[src/rtl/regfile_param.sv]
`default_nettype none
// ============================================================================
//  Module      : regfile_param
//  Description : Parametrised 2-read/1-write register file with optional
//                hardwired-zero register 0, a sequential clear engine
//                (one register per cycle) and a debug tap of one register.
//                Optional write-first forwarding when REGFILE_BYPASS_EN is
//                defined.
//  Revision    : 1.0 - initial release
// ============================================================================
module regfile_param #(
  parameter int DATA_W   = 32,
  parameter int ADDR_W   = 5,
  parameter int ZERO_REG = 1,
  parameter int TAP_REG  = 14
) (
  input  logic              clock,
  input  logic              ctrl_reset,
  input  logic              ctrl_writeEnable,
  input  logic [ADDR_W-1:0] ctrl_writeReg,
  input  logic [DATA_W-1:0] data_writeReg,
  input  logic [ADDR_W-1:0] ctrl_readRegA,
  input  logic [ADDR_W-1:0] ctrl_readRegB,
  output logic [DATA_W-1:0] data_readRegA,
  output logic [DATA_W-1:0] data_readRegB,
  input  logic              ctrl_clear,
  output logic              clear_busy,
  output logic              write_dropped,
  output logic [DATA_W-1:0] reg_tap
);

  localparam int                c_NUM_REGS = 2 ** ADDR_W;
  localparam logic [ADDR_W-1:0] c_LAST_IDX = ADDR_W'(c_NUM_REGS - 1);
  localparam logic [ADDR_W-1:0] c_TAP_IDX  = ADDR_W'(TAP_REG);
  localparam logic              c_ZERO_EN  = (ZERO_REG != 0);

  typedef enum logic [0:0] {
    IDLE  = 1'b0,
    CLEAR = 1'b1
  } state_t;

  state_t            r_state;
  state_t            w_stateNext;
  logic [ADDR_W-1:0] r_count;
  logic [ADDR_W-1:0] w_countNext;
  logic              w_clearStep;
  logic              w_writeAccept;
  logic [DATA_W-1:0] r_regs [c_NUM_REGS];
  logic [DATA_W-1:0] w_arrA;
  logic [DATA_W-1:0] w_arrB;
  logic [DATA_W-1:0] w_arrTap;

  // Clear FSM state and sweep counter registers.
  always_ff @(posedge clock or posedge ctrl_reset) begin
    if (ctrl_reset) begin
      r_state <= IDLE;
      r_count <= '0;
    end else begin
      r_state <= w_stateNext;
      r_count <= w_countNext;
    end
  end

  // Next-state logic: a clear sweeps every index once, then returns to IDLE
  // with the counter wrapped back to zero.
  always_comb begin
    w_stateNext = r_state;
    w_countNext = r_count;
    w_clearStep = 1'b0;
    case (r_state)
      IDLE: begin
        if (ctrl_clear) begin
          w_stateNext = CLEAR;
          w_countNext = '0;
        end
      end
      CLEAR: begin
        w_clearStep = 1'b1;
        w_countNext = r_count + ADDR_W'(1);
        if (r_count == c_LAST_IDX) begin
          w_stateNext = IDLE;
        end
      end
      default: begin
        w_stateNext = IDLE;
        w_countNext = '0;
      end
    endcase
  end

  assign clear_busy    = (r_state == CLEAR);
  assign write_dropped = ctrl_writeEnable & clear_busy;

  // Writes to the hardwired-zero register are discarded here so they never
  // reach the array nor the forwarding path.
  assign w_writeAccept = ctrl_writeEnable & ~clear_busy &
                         (~c_ZERO_EN | (ctrl_writeReg != '0));

  // Register array: reset, clear sweep, or an accepted write.
  always_ff @(posedge clock or posedge ctrl_reset) begin
    if (ctrl_reset) begin
      for (int i = 0; i < c_NUM_REGS; i++) begin
        r_regs[i] <= '0;
      end
    end else if (w_clearStep) begin
      r_regs[r_count] <= '0;
    end else if (w_writeAccept) begin
      r_regs[ctrl_writeReg] <= data_writeReg;
    end
  end

  assign w_arrA   = (c_ZERO_EN && ctrl_readRegA == '0) ? '0 : r_regs[ctrl_readRegA];
  assign w_arrB   = (c_ZERO_EN && ctrl_readRegB == '0) ? '0 : r_regs[ctrl_readRegB];
  assign w_arrTap = (c_ZERO_EN && c_TAP_IDX == '0)     ? '0 : r_regs[c_TAP_IDX];

`ifdef REGFILE_BYPASS_EN
  // Write-first forwarding; w_writeAccept already excludes register 0.
  assign data_readRegA = (w_writeAccept && ctrl_readRegA == ctrl_writeReg) ? data_writeReg : w_arrA;
  assign data_readRegB = (w_writeAccept && ctrl_readRegB == ctrl_writeReg) ? data_writeReg : w_arrB;
  assign reg_tap       = (w_writeAccept && c_TAP_IDX == ctrl_writeReg)     ? data_writeReg : w_arrTap;
`else
  assign data_readRegA = w_arrA;
  assign data_readRegB = w_arrB;
  assign reg_tap       = w_arrTap;
`endif

endmodule
`default_nettype wire

[config.mk]
export PLATFORM = sky130hd
export DESIGN_NAME = regfile_param
export DESIGN_NICKNAME = d
export VERILOG_FILES = /design/src/rtl/regfile_param.sv
export SDC_FILE = /design/constraint.sdc
export NUM_CORES = 2
export LEC_CHECK = 0
export ABC_CLOCK_PERIOD_IN_PS = 43600
export BUFFER_PORTS_ARGS = -buffer_cell sky130_fd_sc_hd__buf_4
export CORE_MARGIN = 8
export CORE_UTILIZATION = 42
export CTS_CLUSTER_DIAMETER = 120
export DETAILED_ROUTE_END_ITERATION = 8
export PLACE_DENSITY_LB_ADDON = 0.1
export SYNTH_ARGS = -nofsm -noshare
export SYNTH_HDL_FRONTEND = slang
export SYNTH_SLANG_ARGS = --single-unit
[constraint.sdc]
create_clock -name clock -period 43.6 [get_ports clock]
set_input_delay 8.72 -clock clock [delete_from_list [all_inputs] [get_ports clock]]
set_output_delay 8.72 -clock clock [all_outputs]
set_load 0.03 [all_outputs]
# --- Word-level counts from Yosys, hierarchy flattened ---
# Cells that the tools add are included.
op_classes:
  n_bitwise: 10
  n_shift: 0
  n_mul: 0
  div: 0
  add_sub_neg: 1
  reduce_logical: 6
  muxes: 21
  eq_ne: 2
  n_lt_le_gt_ge: 6
op_table:
  columns: ["operator", "n"]
  rows:
  - ["2-to-1 mux 1024 bit", 2]
  - ["AND 1024 bit", 1]
  - ["bitwise mux 1024 bit", 1]
  - ["NOT 1024 bit", 1]
  - ["binary-select mux 32 bit (select 5 bit)", 2]
  - ["demux 32 bit (select 5 bit)", 2]
  - ["2-to-1 mux 32 bit", 8]
  - [">= comparator 6 bit, second input constant", 4]
  - ["NOT 5 -> 6 bit", 4]
  - ["< comparator 6 x 1 -> 1 bit, second input constant", 2]
  - ["logical NOT 5 bit", 2]
  - ["case mux 5 bit (2 select lines)", 1]
  - ["adder 5 x 1 -> 5 bit, second input constant", 1]
  - ["== test 5 bit, second input constant", 1]
  - ["2-to-1 mux 5 bit", 1]
  - ["nonzero test 5 bit", 1]
  - ["AND 1 bit", 3]
  - ["2-to-1 mux 1 bit", 3]
  - ["logical AND 1 bit", 2]
  - ["inequality test 2 bit, second input constant", 1]
  - ["case mux 1 bit (2 select lines)", 1]
  - ["nonzero test 2 bit", 1]
  - ["NOT 1 bit", 1]
word_totals:
  ff_bits: 1030
  ram_bits: 0
  latchBits: 0
  n_memories: 0
  wordCells: 80
  mem_bits_ro: 0
  out_inout_bits: 98
  input_bits: 51

# --- Logic depth before layout (Yosys ltp) ---
logic_depth:
  ltp_word: 8
  depth_mapped: 7
  mapped_depth_nobuf: 5

# --- Worst setup path after synthesis ---
# Ideal clock, no wire load.
synth_path:
  kind: "input port to output port"
  from: "input ctrl_readRegA[0]"
  to: "output data_readRegA[13]"
  n_path_buf: 4
  slack_ns: 24.180
  t_required_ns: 34.880
  cell_stages: 7
  t_arrival_ns: 10.700
  cell_sequence: "buf_2 > inv_1 > buf_4 > clkbuf_1 > clkbuf_1 > o2111ai_1 > a311oi_1"
synth_via:
  elab_chain_len: 5
  word_cells_on_any_way: 6
  cone_classes: "4 x mux; 1 x bitwise; 1 x reduce/logical"
synth_lines:
  columns: ["item", "line", "source"]
  rows:
  - ["start, declared", "22", "input logic [ADDR_W-1:0] ctrl_readRegA,"]
  - ["NOT 5 -> 6 bit (implied by the code)", "112", "assign w_arrA = (c_ZERO_EN && ctrl_readRegA == '0) ? '0 : r_regs[ctrl_readRegA];"]
  - ["binary-select mux 32 bit (select 5 bit)", "112", null]
  - ["2-to-1 mux 32 bit (implied by the code) (2 in a row)", "112", null]
  - ["2-to-1 mux 32 bit (*)", "112", null]
  - ["end, declared", "24", "output logic [DATA_W-1:0] data_readRegA,"]
# Every way passes the cells marked *; elsewhere a longest branch is shown, timed or not. The select of a mux whose other input is x is not followed.

# --- Worst setup path in the final report ---
layout_path:
  from: "input ctrl_readRegB[0]"
  to: "output data_readRegB[3]"
layout_via:
  elab_chain_len: 5
  word_cells_on_any_way: 6
  cone_classes: "4 x mux; 1 x bitwise; 1 x reduce/logical"
layout_lines:
  columns: ["item", "line", "source"]
  rows:
  - ["start, declared", "23", "input logic [ADDR_W-1:0] ctrl_readRegB,"]
  - ["NOT 5 -> 6 bit (implied by the code)", "113", "assign w_arrB = (c_ZERO_EN && ctrl_readRegB == '0) ? '0 : r_regs[ctrl_readRegB];"]
  - ["binary-select mux 32 bit (select 5 bit)", "113", null]
  - ["2-to-1 mux 32 bit (implied by the code) (2 in a row)", "113", null]
  - ["2-to-1 mux 32 bit (*)", "113", null]
  - ["end, declared", "25", "output logic [DATA_W-1:0] data_readRegB,"]
# Marked as above.

==> summary.md <==
| Metric | Value |
|---|---|
| Synth top area cells | `dfrtp_1 (48%), mux4_2 (19%), a22o_1 (16%)` |
| Required @ worst endpoint | `roughly 35 ns` |
| Rows | `130` |
| Leak | `26.13 nW` |
| Worst-path clk slew | `around 0.06 ns` |
| GR Overflow Total | `0` |
| Comb power frac | `0.193` |
| RSZ-0062 raised after global routing | `false` |
| Layout Cell Area excl Fill | `between 0.05 and 0.06 mm2` |
| Die height | `around 370 um` |
| DP Area | `0.05565 mm2` |
| Fmax | `45.99 MHz` |
| Yosys warns | `0` |
| Arrival @ worst endpoint | `13.03 ns` |
| EDFF count, synth | `0` |
| TritonCTS buffer count | `117` |
| Total Routing Usage GR | `0.3285` |
| Area grow syn2layout | `12.19%` |
| Routed vias | `41599` |
| Final-layout fill cell count | `around 11000` |
| Sequential share of power | `0.418` |
| Post_cts resized | `0` |
| Sequential cell area | `0.02577 mm2` |
| Area of the core | `0.1257 mm2` |
| Drt pass-1 iters | `5` |
| Clock power frac | `0.389` |
| CTS root buffer | `clkbuf_16` |
| Synth top cells by count | `dfrtp_1 (1030), a22o_1 (992), mux4_2 (448), clkbuf_1 (321), buf_2 (162)` |
| Detail Placement HPWL | `133600 um` |
| Final WL | `230500 um` |
| H-tree depth | `3` |
| Most used DFF post-synth | `dfrtp_1` |
| Hold Vio Cnt, Final | `0` |
| Kind of critical path | `in2out` |
| Port Buf Inserts | `148` |
| Number of cells after detailed placement | `5233` |
| Int Pwr | `1.839 mW` |
| Clock buffer depth | `3` |
| Initial drt markers | `5869` |
| Worst Skew | `0.02921 ns` |
| Async set or reset register ratio after synthesis | `1.000` |
| DRC Markers | `0` |
| Syn Nets | `3883` |
| Die footprint | `0.1383 mm2` |
| Hold_buf cts | `0` |
| Final worst path period share | `0.4988` |
| Nets@finish | `around 3800` |
| Die W | `371.9 um` |
| Layout cells sized above 1 | `0.2821` |
| Psw | `832.7 uW` |
| Initial antenna violation count | `18` |
| Routed WL per cell | `42.26 um` |
| CTS tree | `done` |
| Yosys top cell by area | `dfrtp_1` |
| Final setup violating endpoints | `0` |
| Status | `complete, no violations` |
| Multi-input gate area | `0.02558 mm2` |
| Post-route antenna net violation count | `0` |
| DR vias/cell | `7.629` |
| Worst Tran Pin Value | `between 1 and 1.5 ns` |
| CP Cell Sequence | `buf_6 > buf_4 > buf_4 > mux4_2 > nor2b_1 > a211oi_1 > a311oi_1 > buf_4` |
| Largest stage delay, worst path | `1.12 ns` |
| Clock Sinks | `1030` |
| Top-count cell post-synth | `dfrtp_1` |
| Vias in the first global route | `42382` |
| Cell Area, Synth | `0.05319 mm2` |
| VDD IR max | `33.60 uV` |
| Crit Path Max Fanout | `28` |
| Starting Density | `0.4230` |
| Setup crit end kind | `output pin` |
| Synth Instances | `~3800` |
| Routability cong. | `around 0.88` |
| Switching Fraction | `0.3116` |
| First-pass GRT wire length | `327700 um` |
| Top-area cell type share of the netlist area | `0.4846` |
| PD cells | `between 40 and 50 mW/mm2` |
| Final cell count without fillers | `5453` |
| Crit path top cell by count | `buf_4` |
| Synthesized flop and latch total | `1030` |
| Max-slew violations | `0` |
| Netlist cell types | `43` |
| Post-CTS setup buffer count | `0` |
| Setup TNS | `0 ns` |
| Slew margin rel. | `0.09068` |
| Clk_lat worst skew | `0.74 ns` |
| Seq/Total Area, Yosys | `0.4846` |
| Min-delay worst type | `reg2reg` |
| Max Cap Viol | `0` |
| Syn_area_per_cell | `13.90 um2` |
| Startpoint types | `input pin` |
| Min Tclk post-route | `21.75 ns` |
| Largest net degree at the start of global routing | `between 100 and 150` |
| Slowest stage cell, crit path | `a211oi_1` |
| I/O pins | `approximately 150` |
==> metrics by stage <==
stage	hold WS (ns)	util	setup WS [ns]	power, mW
after global routing	0.5301	0.4745	21.63	2.745
after CTS	0.5123	0.4744	21.99	2.668
after floorplan	0.4666	-	5.893	1.415
final	0.5122	0.4746	21.85	2.672
after global placement	0.4832	0.4426	22.02	1.614
after detailed placement	0.4941	0.4426	22.01	1.630
==> sequential cells by signal, summed over array words and instances (netlist names) <==
signal,flops
reg_tap,32
clear_busy,1
r_count,5
r_regs,992
==> worst paths after layout <==
kind	from	end	slack [ns]	depth (start not counted)
max	ctrl_readRegB[0]	data_readRegB[3]	21.85	8
min	r_regs[1020]$_DFFE_PP0P_	r_regs[1020]$_DFFE_PP0P_	0.51	1
max reg2reg	clear_busy$_DFF_PP0_	r_regs[745]$_DFFE_PP0P_	39.75	7
min reg2reg	r_regs[1020]$_DFFE_PP0P_	r_regs[1020]$_DFFE_PP0P_	0.51	1
max in group asynchronous	ctrl_reset	r_regs[781]$_DFFE_PP0P_	32.12	5
min in group asynchronous	ctrl_reset	reg_tap[27]$_DFFE_PP0P_	8.09	2
==> power groups by stage <==
stage | Sequential, mW | Combinational (mW) | Clock (mW)
after floorplan | 1.10 | 0.313 | 0
after global placement | 1.12 | 0.495 | 0
after detailed placement | 1.13 | 0.503 | 0
after CTS | 1.11 | 0.504 | 1.05
after global routing | 1.12 | 0.532 | 1.09
final | 1.12 | 0.515 | 1.04
==> area by class of cell <==
| cell class | count | share of cell area |
|---|---|---|
| diodes | 10 | 0.0004193 |
| well taps | 1650 | 0.03459 |
| clock inverters | 33 | 0.007128 |
| inverters | 6 | 0.0005451 |
| clock buffers | 177 | 0.05996 |
| flip-flops and latches | 1030 | 0.4319 |
| repair buffers | 286 | 0.03682 |
| multi-input cells | 2261 | 0.4286 |
==> per-layer routing <==
layer  up-vias  GRT usage  wire length (um)
met4         6     0.1327              9820
met1     22305     0.4541             90600
li1      15291          -                 -
met3       603     0.1181             31040
met5         -   0.004270               104
met2      3394     0.4698             98900
==> cells in the final DEF (no fill, tap or decap), drive strengths merged, types with 39 or more instances in the layout <==
| cell type | netlist | final |
|---|---|---|
| and2 | 39 | 39 |
| a22oi | 64 | 64 |
| buf | 209 | 286 |
| a22o | 992 | 992 |
| mux2i | 129 | 129 |
| dfrtp | 1030 | 1030 |
| mux4 | 448 | 448 |
| clkbuf | 321 | 177 |
| a311oi | 64 | 64 |
| a221oi | 46 | 46 |
| a211oi | 64 | 64 |
| nand2 | 42 | 42 |
| mux2 | 64 | 64 |
| o21ai | 113 | 113 |
| nor2b | 68 | 68 |
==> cell families (layout without fill, tap and decap cells) <==
family | Yosys count | in the layout | synth area share
buffers and inverters | 536 | 502 | 0.04460
other | 0 | 10 | 0
and+or+nand+nor | 219 | 219 | 0.02500
muxes | 641 | 641 | 0.2275
AOI/OAI and AO/OA | 1394 | 1394 | 0.2168
adders and majority gates | 5 | 5 | 0.001176
xor gates and xnor gates | 2 | 2 | 0.0003294
DFF | 1030 | 1030 | 0.4846
==> critical path: cells and delay by family <==
| kind | cells | cell delay, ns |
|---|---|---|
| multiplexers | 1 | 0.59 |
| AND/OR/NAND/NOR | 1 | 0.15 |
| buffers and inverters | 4 | 2.08 |
| AO/OA/AOI/OAI | 2 | 1.40 |
(Power assumes the default switching activity.)
